**config.mk**
```make
export PLATFORM = sky130hd
export DESIGN_NAME = iterative_shifter
export DESIGN_NICKNAME = d
export VERILOG_FILES = /design/src/rtl/iterative_shifter.sv
export SDC_FILE = /design/constraint.sdc
export NUM_CORES = 1
export LEC_CHECK = 0
export CORE_ASPECT_RATIO = 0.6
export CORE_UTILIZATION = 48
export DETAILED_ROUTE_END_ITERATION = 8
export PLACE_DENSITY = 0.88
export SLEW_MARGIN = 20
export SYNTH_ARGS = -nofsm -noshare
export SYNTH_HDL_FRONTEND = slang
export SYNTH_SLANG_ARGS = --single-unit
```
**constraint.sdc**
```tcl
create_clock -name clk -period 2.6 [get_ports clk]
set_input_delay 0.78 -clock clk [delete_from_list [all_inputs] [get_ports clk]]
set_output_delay 0.78 -clock clk [all_outputs]
set_load 0.05 [all_outputs]
```
**src/rtl/iterative_shifter.sv**
```systemverilog
// Multi-cycle shift/rotate unit: accepts one operation over a valid/ready
// handshake, walks it in StepLarge-bit strides and then single-bit strides,
// and returns the result over a second valid/ready handshake.
//
// Ports:
//   clk, rst_n           clock, asynchronous active-low reset
//   in_valid / in_ready  operation handshake (in_ready high only in IDLE)
//   in_data              operand
//   in_amount            shift/rotate amount
//   in_left1_right0      direction
//   in_arith1_logic0     arithmetic fill (right shifts only)
//   in_shift1_rotate0    shift vs rotate
//   out_valid/out_ready  result handshake
//   out_data             result, held stable while out_valid is high
module iterative_shifter #(
  parameter int unsigned BitWidth  = 32,
  parameter int unsigned StepLarge = 4
) (
  input  logic                        clk,
  input  logic                        rst_n,
  input  logic                        in_valid,
  output logic                        in_ready,
  input  logic [BitWidth-1:0]         in_data,
  input  logic [$clog2(BitWidth)-1:0] in_amount,
  input  logic                        in_left1_right0,
  input  logic                        in_arith1_logic0,
  input  logic                        in_shift1_rotate0,
  output logic                        out_valid,
  input  logic                        out_ready,
  output logic [BitWidth-1:0]         out_data
);

  localparam int unsigned AmtW = $clog2(BitWidth);

  typedef enum logic [1:0] {IDLE, SHIFT, DONE} state_t;

  state_t              state_q, state_d;
  logic [BitWidth-1:0] data_q, data_d;
  logic [BitWidth-1:0] out_data_q, out_data_d;
  logic [AmtW-1:0]     remaining_q, remaining_d;
  logic                left_q, left_d;
  logic                shift_q, shift_d;
  logic                fill_q, fill_d;
  logic                in_ready_q, in_ready_d;
  logic                out_valid_q, out_valid_d;

  logic                big_step;
  logic [AmtW-1:0]     step_amt;
  logic [BitWidth-1:0] step_val;

  // One iteration of the datapath; only two fixed strides, so no barrel logic.
  always_comb begin
    big_step = (remaining_q >= AmtW'(StepLarge));
    step_amt = big_step ? AmtW'(StepLarge) : AmtW'(1);
    if (big_step) begin
      if (!shift_q && left_q)
        step_val = {data_q[BitWidth-StepLarge-1:0], data_q[BitWidth-1:BitWidth-StepLarge]};
      else if (!shift_q)
        step_val = {data_q[StepLarge-1:0], data_q[BitWidth-1:StepLarge]};
      else if (left_q)
        step_val = {data_q[BitWidth-StepLarge-1:0], {StepLarge{1'b0}}};
      else
        step_val = {{StepLarge{fill_q}}, data_q[BitWidth-1:StepLarge]};
    end else begin
      if (!shift_q && left_q)
        step_val = {data_q[BitWidth-2:0], data_q[BitWidth-1]};
      else if (!shift_q)
        step_val = {data_q[0], data_q[BitWidth-1:1]};
      else if (left_q)
        step_val = {data_q[BitWidth-2:0], 1'b0};
      else
        step_val = {fill_q, data_q[BitWidth-1:1]};
    end
  end

  // Next-state and registered-output decode.
  always_comb begin
    state_d     = state_q;
    data_d      = data_q;
    out_data_d  = out_data_q;
    remaining_d = remaining_q;
    left_d      = left_q;
    shift_d     = shift_q;
    fill_d      = fill_q;

    unique case (state_q)
      IDLE: begin
        if (in_valid) begin
          data_d      = in_data;
          remaining_d = in_amount;
          left_d      = in_left1_right0;
          shift_d     = in_shift1_rotate0;
          // Sign fill only matters for arithmetic right shifts; zero otherwise.
          fill_d      = in_data[BitWidth-1] & in_arith1_logic0 &
                        ~in_left1_right0 & in_shift1_rotate0;
          if (in_amount == '0) begin
            out_data_d = in_data;
            state_d    = DONE;
          end else begin
            state_d    = SHIFT;
          end
        end
      end
      SHIFT: begin
        data_d      = step_val;
        remaining_d = remaining_q - step_amt;
        if (remaining_q == step_amt) begin
          out_data_d = step_val;
          state_d    = DONE;
        end
      end
      DONE: begin
        if (out_ready) state_d = IDLE;
      end
      default: state_d = IDLE;
    endcase

    in_ready_d  = (state_d == IDLE);
    out_valid_d = (state_d == DONE);
  end

  // State and datapath registers.
  always_ff @(posedge clk or negedge rst_n) begin
    if (!rst_n) begin
      state_q     <= IDLE;
      data_q      <= '0;
      out_data_q  <= '0;
      remaining_q <= '0;
      left_q      <= 1'b0;
      shift_q     <= 1'b0;
      fill_q      <= 1'b0;
      in_ready_q  <= 1'b1;
      out_valid_q <= 1'b0;
    end else begin
      state_q     <= state_d;
      data_q      <= data_d;
      out_data_q  <= out_data_d;
      remaining_q <= remaining_d;
      left_q      <= left_d;
      shift_q     <= shift_d;
      fill_q      <= fill_d;
      in_ready_q  <= in_ready_d;
      out_valid_q <= out_valid_d;
    end
  end

  assign in_ready  = in_ready_q;
  assign out_valid = out_valid_q;
  assign out_data  = out_data_q;

endmodule

```
=== After elaboration in Yosys (flattened, before gate mapping) ===
Index checks and enable logic that the tools add are counted.

* Input port bits: 44
* Bits in registers: 76
* Logic and storage cells: 52

* Order comparisons: 1
* Bitwise logic cells: 4
* Reduce and logical (&&, ||, !) cells: 9
* Multiplexer cells: 21
* Add/sub/neg operators: 1
* Equality and inequality tests: 7

{| class="wikitable"
|+ Operator list
! cell !! number
|-
| 2-to-1 mux 32 bit || 11
|-
| one-hot mux 32 bit (2 select lines) || 2
|-
| one-hot mux 5 bit (2 select lines) || 1
|-
| 2-to-1 mux 2 bit || 4
|-
| inequality test 2 bit, second input constant || 3
|-
| one-hot mux 2 bit (3 select lines) || 1
|-
| == test 5 x 3 -> 1 bit || 1
|-
| greater-or-equal comparator 5 x 3 -> 1 bit, second input constant || 1
|-
| logical NOT 5 bit || 1
|-
| 2-to-1 mux 5 bit || 1
|-
| subtractor 5 x 3 -> 5 bit || 1
|-
| == test 2 bit, second input constant || 2
|-
| logical NOT 2 bit || 2
|-
| AND reduction 2 bit || 2
|-
| AND reduction 4 bit || 1
|-
| AND 1 bit || 3
|-
| 2-to-1 mux 3 bit || 1
|-
| == test 2 x 1 -> 1 bit, second input constant || 1
|-
| nonzero test 2 bit || 1
|-
| logical AND 1 bit || 1
|-
| logical NOT 1 bit || 1
|-
| inverter 1 bit || 1
|}

=== Depth between registers and ports, before layout ===
Gate-level depths: netlist of the first run.

* Depth in word-level cells: 6
* Mapped depth: 12
* Gate-level depth less buffers: 7

=== Worst setup path before layout of the first run ===
Ideal clock, no wire load.

* Kind: register to register
* Start: register remaining_q[3]
* End: register out_data_q[10], in the netlist out_data[10]
* Stages on the path, launching flop included: 13
* Period minus slack after synthesis: 2.887 ns
* Slack: -0.287 ns
* Arrival: 2.809 ns
* Path through: dfrtp_1 or3_4 clkinv_1 buf_4 buf_2 ha_1 nor4b_1 and3_1 or2_2 buf_2 buf_4 buf_4 a21oi_1

* Longest elaborated chain between the ends: 5
* Elaborated cells on any way between the ends: 8
* Classes of those cells: order compare: 1; eq/ne: 2; mux: 4; reduce/logical: 1

{| class="wikitable"
|+ RTL lines
! item !! line !! text
|-
| from (decl) || 40 || <nowiki>logic [AmtW-1:0] remaining_q, remaining_d;</nowiki>
|-
| from (signal assigned) || 138 || <nowiki>remaining_q <= remaining_d;</nowiki>
|-
| greater-or-equal comparator 5 x 3 -> 1 bit || 53 || <nowiki>big_step = (remaining_q >= AmtW'(StepLarge));</nowiki>
|-
| 2-to-1 mux 3 bit || 54 || <nowiki>step_amt = big_step ? AmtW'(StepLarge) : AmtW'(1);</nowiki>
|-
| == test 5 x 3 -> 1 bit || 107 || <nowiki>if (remaining_q == step_amt) begin</nowiki>
|-
| inequality test 2 bit (no source line) || -- ||
|-
| AND reduction 4 bit (no source line) || -- ||
|-
| to (signal assigned) || 137 || <nowiki>out_data_q <= out_data_d;</nowiki>
|-
| to (decl) || 39 || <nowiki>logic [BitWidth-1:0] out_data_q, out_data_d;</nowiki>
|}

Several ways; a longest one is shown, not always the timed one. The select of a mux whose other input is x is not followed.
A chain may end at the register's enable or synchronous reset.

=== Worst setup path after layout of the first run ===
* Start: register remaining_q[2]
* End: register out_data_q[2], in the netlist out_data[2]

The elaborated chain is that of the path after synthesis.

==> key figures, run 1 <==
Routing
  – Via count: 3,497
  – DRT Wirelength: 11,200 microns
  – DRC viols: 0
  – ANT nets after route: 0
  – Avg WL per Cell: 19.6 microns
  – Drt initial violations: 266
  – Vias/cell: slightly above 6
  – Drt first pass iters: 5

Floorplan
  – Die area: roughly 9200 sq um
  – Starting Density: 49.4%
  – Boundary pin count: about 80
  – Die Y: 74.6 microns
  – Core Rows: 26
  – CORE AREA: roughly 8500 sq um
  – Chip Width: 123 microns

Finish
  – Antenna cells: 0
  – Final Util: 64.0%
  – Sequential cell area: 1900 sq um
  – Area of the multi-input gates: 2160 sq um
  – Share of cells above drive strength 1: between 15 and 20%
  – Fin cells: 575
  – Cell area after layout: 5460 sq um
  – Final nets: 504
  – Fillers: 641
  – Area growth from synthesis to layout: 29.6%

Timing
  – Tcrit/Tclk final: 97.9%
  – Final setup fails: 0
  – Max Fclk: roughly 400 MHz
  – Worst relative slew slack: 65.6%
  – RSZ-0062 raised after global routing: yes
  – Worst-Margin Slew: 0.515 ns
  – Fin. Hold Viols: 0
  – Min Tclk post-route: 2.55 ns
  – Hold WS: 0.462 ns
  – Clock skew: between 0.008 and 0.009 ns
  – Max Slew Vio Count: 0

Clock tree
  – TritonCTS clock tree: yes
  – Worst skew pair latency: roughly 0.34 ns
  – Maximum clock insertion buffer count: 2
  – Post_cts resized: 0
  – CTS Root Cell: clkbuf_16
  – Clock Pin Slew Worst Setup and Hold Paths: 0.06 ns
  – Inserted Clock Buffers: 9
  – CTS Sinks: 76
  – Max H-tree Level: 3

Placement
  – GPL Wtd Cong: between 0.9 and 1
  – Placed cell area: between 5000 and 6000 sq um
  – DP Cell Count: 559
  – Port Buffers: 77
  – DP Wirelength: 7990 microns

Worst setup path
  – Worst setup SP type: flop
  – CP arrival: 2.80 ns
  – Worst Setup Path Type: flop to flop
  – Crit Path Max Fanout: 29
  – CP Capture Type: flop
  – Critical-path top delay cell: or3_4
  – Req. time, crit path: roughly 2.9 ns
  – CP max stage delay: 0.49 ns
  – Worst Path Buf+Inv: 2
  – Family with the most delay on the worst path: simple AND/OR/NAND/NOR gates
  – Crit-path cells: or3_4, clkinv_4, ha_4, nor4b_1, and3_1, buf_4, nor3_1, a31oi_1

Pwr
  – Seq pwr share: 29.5%
  – Int Power: 4.59 mW
  – Leak: 2.26 nW
  – Logic gate share of total power: 55.6%
  – Total design power: 8.32 mW
  – PD cells: 1520 nW/um^2
  – VDD IR max: 0.811 mV
  – Sw Pwr: 3.73 mW
  – Clock share of power: 14.9%
  – Switching fraction of total power: between 40 and 50%

Synthesis
  – Synth unique cells: 43
  – Cells after Synth: between 300 and 400
  – Seq/Total Area, Yosys: 45.2%
  – Ys Warns: 0
  – Flops & latches, synth: 76
  – Post-synth net total: approximately 430
  – Post-synth ARST share: 100%
  – Syn_area_per_cell: 10.9 sq um
  – Prevailing post-synth register cell: dfrtp_1
  – Post-synth EDFFs: 0
  – Syn Std Cell Area: 4210 sq um

Hold path
  – Worst hold path class: input port to async pin

Global route
  – Initial antenna violation count: 0
  – Total gr overflow: 0
  – Largest net degree at the start of global routing: 77
  – First-pass GRT wire length: 18,500 microns
  – Vias in the first global route: 3,488
  – Total global-route track usage: between 20% and 30%

Run
  – Max Cap Viol: 0

Run status
  – Outcome: complete, no violations
## cell families after synthesis
| logic type | Yosys count | synth area share, % |
|---|---|---|
| flops | 76 | 45.2 |
| compound gates | 83 | 10.8 |
| simple gates | 115 | 13.5 |
| buf+inv | 36 | 4.10 |
| fa+ha+maj | 2 | 0.594 |
| mux | 71 | 25.4 |
| xor+xnor | 2 | 0.416 |
## sequential cells by signal, indices dropped and copies added, names as in the netlist
name         cells
data_q          32
fill_q           1
in_ready         1
left_q           1
out_data        32
out_valid        1
remaining_q      5
shift_q          1
state_q          2
## per-layer routing
layer | track usage (%) | vias to the layer above | share of wire, %
li1 | - | 1575 | -
met1 | 39.3 | 1724 | 48
met2 | 41.2 | 185 | 43
met3 | 7.90 | 13 | 8.7
met4 | 6.37 | 0 | 0.98
met5 | 0 | - | 0
## synth_stat cells (all sizes together) (4+ instances only)
cell type / number / area, sq um
nand2: 43 / 161
nand2b: 6 / 37.5
nor2: 8 / 30.0
nor3: 32 / 160
o22ai: 4 / 25.0
dfrtp: 75 / 1880
mux4: 26 / 593
nand3: 9 / 45.0
a31oi: 7 / 43.8
nand3b: 4 / 30.0
mux2: 13 / 158
buf: 17 / 100
mux2i: 32 / 320
clkbuf: 16 / 61.3
a21oi: 31 / 155
o21ai: 33 / 165
## cell type report
class	instances	area share, %
multi-input combinational	273	39.7
sequential	76	34.9
tap	112	2.57
inverter	3	0.298
clock buffer	11	4.26
clock inverter	5	1.15
timing repair buffer	95	17.2
## stage by stage
| stage | worst slack (ns) | setup TNS [ns] |
|---|---|---|
| 6_report | 0.0545 | 0 |
| 5_1_grt | -0.00748 | -0.00748 |
| 4_1_cts | 0.130 | 0 |
| 3_5_place_dp | -0.0851 | -2.08 |
| 3_3_place_gp | -0.0349 | -0.529 |
| 2_1_floorplan | 0.0166 | 0 |
## power groups by stage
stage | Sequential [mW] | Combinational, mW | Clock [mW]
2_1_floorplan | 3.11 | 2.52 | 0
3_3_place_gp | 2.41 | 4.45 | 0
3_5_place_dp | 2.44 | 4.58 | 0
4_1_cts | 2.44 | 4.62 | 1.25
5_1_grt | 2.54 | 5.00 | 1.30
6_report | 2.46 | 4.62 | 1.24
## worst paths after layout
path	from	end	slack [ns]	depth (start not counted)
max	remaining_q[2]	out_data[2]	0.05	8
min	rst_n	out_data[25]	0.46	2
max reg2reg	remaining_q[2]	out_data[2]	0.05	8
min reg2reg	out_data[29]	out_data[29]	0.53	2
max in group asynchronous	rst_n	out_data[31]	1.79	2
min in group clk	out_data[29]	out_data[29]	0.53	2
## cells in the final DEF, fill, tap and decap left out, types with 3 or more instances in the layout
| cell type | n |
|---|---|
| clkdlybuf4s50_1 | 76 |
| mux4_2 | 24 |
| o211ai_1 | 3 |
| mux2i_1 | 32 |
| buf_4 | 15 |
| nand3b_1 | 4 |
| buf_12 | 3 |
| nand2_1 | 43 |
| a31oi_1 | 7 |
| mux2_2 | 10 |
| nor3_1 | 31 |
| nor2_1 | 8 |
| nand3_1 | 9 |
| clkbuf_16 | 9 |
| nand2b_1 | 6 |
| o22ai_1 | 4 |
| o21ai_0 | 32 |
| dfrtp_1 | 75 |
| mux2_4 | 3 |
| clkinv_4 | 3 |
| a21oi_1 | 31 |
## what timing repair did
| item | in CTS | in global routing |
|---|---|---|
| setup endpoints to repair | 0 | 1 |
| hold buffers | 0 | 0 |
| buffers inserted | 0 | 0 |
No activity file was read; power rests on OpenSTA's default activity.
==> run 2, diff against run 1 <==
- CORE_MARGIN: default -> 3
==> run 2 against run 1 <==
Against the previous run:
- register-to-register slack better by 0.04 ns
- design area is 0.34% higher
- flip-flop and latch count stayed put
- first-iteration DRC count is 30% higher
- sequential share of layout area is 0.12 points lower
- clock-buffer cell count stayed put
==> key figures, run 2 (synthesis results as in run 1) <==
Timing
  – Max Slew Vio Count: 0 (unchanged)
  – Tcrit/Tclk final: 96.2% (-1.7 points)
  – Post-Route Setup TNS: 0 ns (unchanged)
  – Clock skew: 0.00482 ns (-0.00404 ns)
  – RSZ-0062 raised after global routing: no
  – Fin. Hold Viols: 0 (unchanged)
  – Worst relative slew slack: 59.2% (-6.4 points)
  – Worst-Margin Slew: 0.612 ns (+0.0973 ns)
  – Hold WS: 0.457 ns (-0.00456 ns)
  – Max Fclk: 400 MHz (+1.7%)
  – Final setup fails: 0 (unchanged)
  – Min Tclk post-route: 2.50 ns (-0.0433 ns)

Run
  – Max Cap Viol: 0 (unchanged)

Floorplan
  – CORE AREA: 8200 sq um (-3.8%)
  – Chip Width: 127 microns (+3.3%)
  – Die area: 9970 sq um (+8.8%)
  – Starting Density: 51.4% (+2.0 points)
  – Die Y: 78.6 microns (+5.4%)
  – Core Rows: 25 (-3.8%)
  – Boundary pin count: 78 (unchanged)

Routing
  – Drt first pass iters: 5 (unchanged)
  – DRT Wirelength: 11,400 microns (+1.8%)
  – DRC viols: 0 (unchanged)
  – ANT nets after route: 0 (unchanged)
  – Drt initial violations: 346 (+30%)
  – Avg WL per Cell: 20.0 microns (+2.3%)
  – Vias/cell: 6.09 (+0.15%)
  – Via count: 3,484 (-0.37%)

Worst setup path
  – CP Capture Type: flop
  – Reg2reg start: remaining_q[2]
  – Family with the most delay on the worst path: simple AND/OR/NAND/NOR gates
  – Crit Path Max Fanout: 19 (-34%)
  – Critical-path top delay cell: or3_4
  – Worst Setup Path Type: flop to flop
  – Worst setup SP type: flop
  – CP arrival: 2.76 ns (-0.04 ns)
  – CP max stage delay: 0.50 ns (about the same)
  – Req. time, crit path: 2.86 ns (about the same)
  – Crit-path cells: or3_4, clkinv_4, ha_4, nor4b_2, and3_1, or2_2, buf_4, a31oi_1
  – Worst Path Buf+Inv: 2 (unchanged)
  – Reg2reg setup slack: 0.1 ns (+0.04 ns)
  – FF-to-FF End: out_data[2]
  – Worst reg-to-reg path cell count: 8 (unchanged)

Global route
  – Vias in the first global route: 3,579 (+2.6%)
  – First-pass GRT wire length: 18,600 microns (+0.98%)
  – Initial antenna violation count: 0 (unchanged)
  – Total global-route track usage: 24.2% (-3.1 points)
  – Largest net degree at the start of global routing: 77 (unchanged)
  – Total gr overflow: 0 (unchanged)

Clock tree
  – CTS Root Cell: clkbuf_16
  – Post CTS Setup Buffer Count: 0 (unchanged)
  – Max H-tree Level: 3 (unchanged)
  – TritonCTS clock tree: yes
  – Maximum clock insertion buffer count: 2 (unchanged)
  – Worst skew pair latency: 0.34 ns (about the same)
  – Clock Pin Slew Worst Setup and Hold Paths: 0.06 ns (about the same)
  – Inserted Clock Buffers: 9 (unchanged)
  – CTS Sinks: 76 (unchanged)

Pwr
  – Total design power: 8.43 mW (+1.4%)
  – PD cells: 1540 nW/um^2 (+1.0%)
  – Leak: 2.28 nW (+1.1%)
  – VDD IR max: 0.802 mV (-1.1%)

Finish
  – Final nets: 505 (+0.20%)
  – Area growth from synthesis to layout: 30.0%
  – Most frequent cells in the layout: 76 x clkdlybuf4s50_1, 75 x dfrtp_1, 43 x nand2_1
  – Commonest non-fill, non-tap cell in the layout: clkdlybuf4s50_1
  – Cell area after layout: 5480 sq um (+0.34%)
  – Share of cells above drive strength 1: 17.9% (+0.61 points)
  – Antenna cells: 0 (unchanged)

Placement
  – Placed cell area: 5150 sq um (-0.19%)
  – GPL Wtd Cong: 0.869 (-5.7%)
  – DP Wirelength: 8110 microns (+1.5%)
  – Port Buffers: 77 (unchanged)

Run status
  – Outcome: complete, no violations

Hold path
  – Worst hold path class: input port to async pin
## run 2: worst max path at each step
stage                               to  slack, ns           start  cells after the start
after CTS                  out_data[2]       0.10  remaining_q[2]                      8
after global placement     out_data[2]      -0.06    in_amount[2]                      6
after global routing       out_data[2]       0.03  remaining_q[2]                      8
after detailed placement   out_data[1]      -0.14    in_amount[2]                      6
final                      out_data[2]        0.1  remaining_q[2]                      8
after floorplan           out_data[18]       0.02  remaining_q[2]                     11
## run 2: worst reg2reg max path, stage by stage (launching register included)
cell and delay [ns]:
dfrtp_1 0.47, or3_4 0.50, clkinv_4 0.12, ha_4 0.21, nor4b_2 0.17, and3_1 0.15
or2_2 0.36, buf_4 0.23, a31oi_1 0.21
## run 2: final cells by class
cell class                      instances  area [sq um]
Fill cell                             604          2720
Clock buffer                           11           243
Tap cell                              108           135
Clock inverter                          5          75.1
Inverter                                3          16.3
Sequential cell                        76          1900
Multi-Input combinational cell        273          2170
Timing Repair Buffer                   96           933
## run 2: metrics by stage
step | setup WS, ns | utilization, % | std cells
after floorplan | 0.0166 | - | 385
after global placement | -0.0553 | 62.9 | 556
after detailed placement | -0.135 | 62.9 | 556
after CTS | 0.101 | 66.7 | 572
after global routing | 0.0265 | 66.8 | 572
final | 0.0977 | 66.8 | 572
## run 2: metal layers
metal	track usage [%]	up-vias	share of wire, %
li1	-	1577	-
met1	35.3	1736	47
met2	33.9	155	43
met3	8.50	16	8.5
met4	7.60	0	1.5
met5	0	-	0
## run 2: power by group
part	leakage, nW	total (mW)	switching, mW	internal (mW)
Sequential	0.911	2.47	0.670	1.80
Combinational	1.21	4.62	2.58	2.04
Clock	0.159	1.34	0.478	0.861
Total	2.28	8.43	3.73	4.70
## run 2: timing repair
action / 4_1_cts / 5_1_grt
hold buffers: 0 / 0
resized for setup: 0 / 1
endpoints found under the setup margin: 0 / 27
==> run 3, diff against run 2 <==
- GPL_TIMING_DRIVEN: default -> 0
- SLEW_MARGIN: 20 -> 0
==> run 3 against run 2 <==
Against the previous run:
- register-to-register slack better by 0.04 ns
- final cell count is 2.4% higher
- sequential power is 2% lower
- fmax is 0.54% higher
- worst hold slack worse by 0.24 ns
- total power is 3.9% higher
- critical path type is now input port to flop
- largest cell class unchanged
==> key figures, run 3 (synthesis results as in run 1) <==
Run status
  – Outcome: complete, no violations

Clock tree
  – Clock Pin Slew Worst Setup and Hold Paths: 0.06 ns (about the same)
  – CTS Sinks: 76 (unchanged)
  – Worst skew pair latency: 0.35 ns (about the same)
  – Max H-tree Level: 3 (unchanged)
  – Maximum clock insertion buffer count: 2 (unchanged)
  – CTS Root Cell: clkbuf_16
  – TritonCTS clock tree: yes
  – Inserted Clock Buffers: 9 (unchanged)

Routing
  – DRC viols: 0 (unchanged)
  – Drt first pass iters: 5 (unchanged)
  – Drt initial violations: 495 (+43%)
  – DRT Wirelength: 12,600 microns (+10%)
  – Vias/cell: 6.31 (+3.6%)
  – ANT nets after route: 0 (unchanged)
  – Via count: 3,698 (+6.1%)
  – Avg WL per Cell: 21.5 microns (+7.7%)

Timing
  – Max Fclk: 402 MHz (+0.54%)
  – Max Slew Vio Count: 0 (unchanged)
  – Tcrit/Tclk final: 95.7% (-0.52 points)
  – Min Tclk post-route: 2.49 ns (-0.0135 ns)
  – Worst relative slew slack: 36.9% (-22 points)
  – Fin. Hold Viols: 0 (unchanged)
  – Final setup fails: 0 (unchanged)
  – Clock skew: 0.00790 ns (+0.00308 ns)
  – RSZ-0062 raised after global routing: no
  – Worst-Margin Slew: 0.943 ns (+0.330 ns)

Worst setup path
  – Worst setup SP type: input port
  – Worst reg-to-reg path cell count: 10 (+2)
  – CP arrival: 2.71 ns (-0.05 ns)
  – Critical path origin: in_valid
  – CP Capture Type: flop
  – Critical-path top delay cell: clkdlybuf4s50_1
  – Crit-path cells: clkdlybuf4s50_1, or3b_4, nor3_4, or2_4, buf_6, buf_6, a21oi_1
  – Crit Path Max Fanout: 10 (-9)
  – CP max stage delay: 0.56 ns (+0.06 ns)
  – Reg2reg setup slack: 0.14 ns (+0.04 ns)
  – FF-to-FF End: out_data[10]
  – CP most frequent cell: buf_6
  – Worst Setup Path Type: input port to flop
  – Req. time, crit path: 2.82 ns (-0.04 ns)
  – Reg2reg start: remaining_q[2]

Placement
  – DP Wirelength: 8800 microns (+8.5%)
  – GPL Wtd Cong: 0.937 (+7.8%)
  – Port Buffers: 77 (unchanged)

Finish
  – Area growth from synthesis to layout: 32.3%
  – Commonest non-fill, non-tap cell in the layout: clkdlybuf4s50_1
  – Share of cells above drive strength 1: 17.6% (-0.31 points)
  – Final nets: 520 (+3.0%)
  – Most frequent cells in the layout: 76 x clkdlybuf4s50_1, 73 x dfrtp_1, 43 x nand2_1
  – Antenna cells: 0 (unchanged)
  – Fillers: 610 (+0.99%)
  – Final Util: 68.0% (+1.2 points)

Pwr
  – PD cells: 1570 nW/um^2 (+2.1%)
  – Leak: 2.31 nW (+1.1%)
  – Total design power: 8.76 mW (+3.9%)
  – VDD IR max: 0.890 mV (+11%)

Floorplan
  – Chip Width: 127 microns (unchanged)
  – CORE AREA: 8200 sq um (unchanged)
  – Starting Density: 51.4% (unchanged)
  – Die Y: 78.6 microns (unchanged)
  – Die area: 9970 sq um (unchanged)
  – Core Rows: 25 (unchanged)
  – Boundary pin count: 78 (unchanged)

Hold path
  – Worst hold path class: input port to async pin

Global route
  – First-pass GRT wire length: 20,200 microns (+8.5%)
  – Vias in the first global route: 3,653 (+2.1%)
  – Total global-route track usage: 26.5% (+2.3 points)
  – Initial antenna violation count: 0 (unchanged)
  – Total gr overflow: 0 (unchanged)
  – Largest net degree at the start of global routing: 76 (-1.3%)

Run
  – Max Cap Viol: 0 (unchanged)
## run 3: changes by cell type in the layout (fill, tap and decap cells not counted), sizes merged
cell | previous run | this run
clkbuf | 11 | 26
bufinv | 2 | 3
clkinv | 4 | 1
clkinvlp | 0 | 1
## run 3: cell type report
cell class,instances,area [sq um],share of cell area (%)
multi-input combinational,273,2170,39.0
sequential,76,1910,34.2
timing repair buffer,82,826,14.8
clock buffer,11,243,4.36
buffer,29,171,3.08
tap,108,135,2.42
clock inverter,4,97.6,1.75
inverter,3,23.8,0.427
## run 3: power by group
group          internal, mW  switching, mW  total, mW
combinational          2.08           2.82       4.89
clock                 0.959          0.493       1.45
sequential             1.80          0.611       2.41
## run 3: worst max-delay path, delay by kind of cell
kind / cells / cell delay, ns
buf+inv: 3 / 0.87
compound gates: 1 / 0.08
simple gates: 3 / 0.98
## run 3: worst max-delay path by stage
stage	to	slack, ns	cells past startpoint
after detailed placement	out_data[24]	-0.51	11
after global placement	out_data[10]	-1.76	1
after global routing	out_data[13]	0.03	7
after CTS	out_data[10]	0.04	11
final	out_data[10]	0.11	7
after floorplan	out_data[18]	0.02	11
## run 3: through the flow
stage,instance area (sq um),worst slack (ns),hold slack [ns],std cells,TNS [ns]
finish,5570,0.111,0.218,586,0
global route,5570,0.0263,0.212,586,0
CTS,5550,0.0380,0.219,587,0
detailed placement,5180,-0.508,0.509,571,-15.08
global placement,5160,-1.76,0.498,570,-146.53
floorplan,4250,0.0166,0.484,385,0
## run 3: layer usage
metal  track usage, %  vias to the layer above  part of all wire (%)
li1                 -                     1606                     -
met1             39.2                     1798                    44
met2             37.4                      267                    43
met3             8.91                       27                    12
met4             7.07                        0                   1.8
met5                0                        -                     0
## run 3: timing repair
action,in CTS,in global routing
hold buffers,0,0
endpoints found under the setup margin,32,33
buffers inserted,3,1
pin swaps,1,1
gates resized for setup,8,11
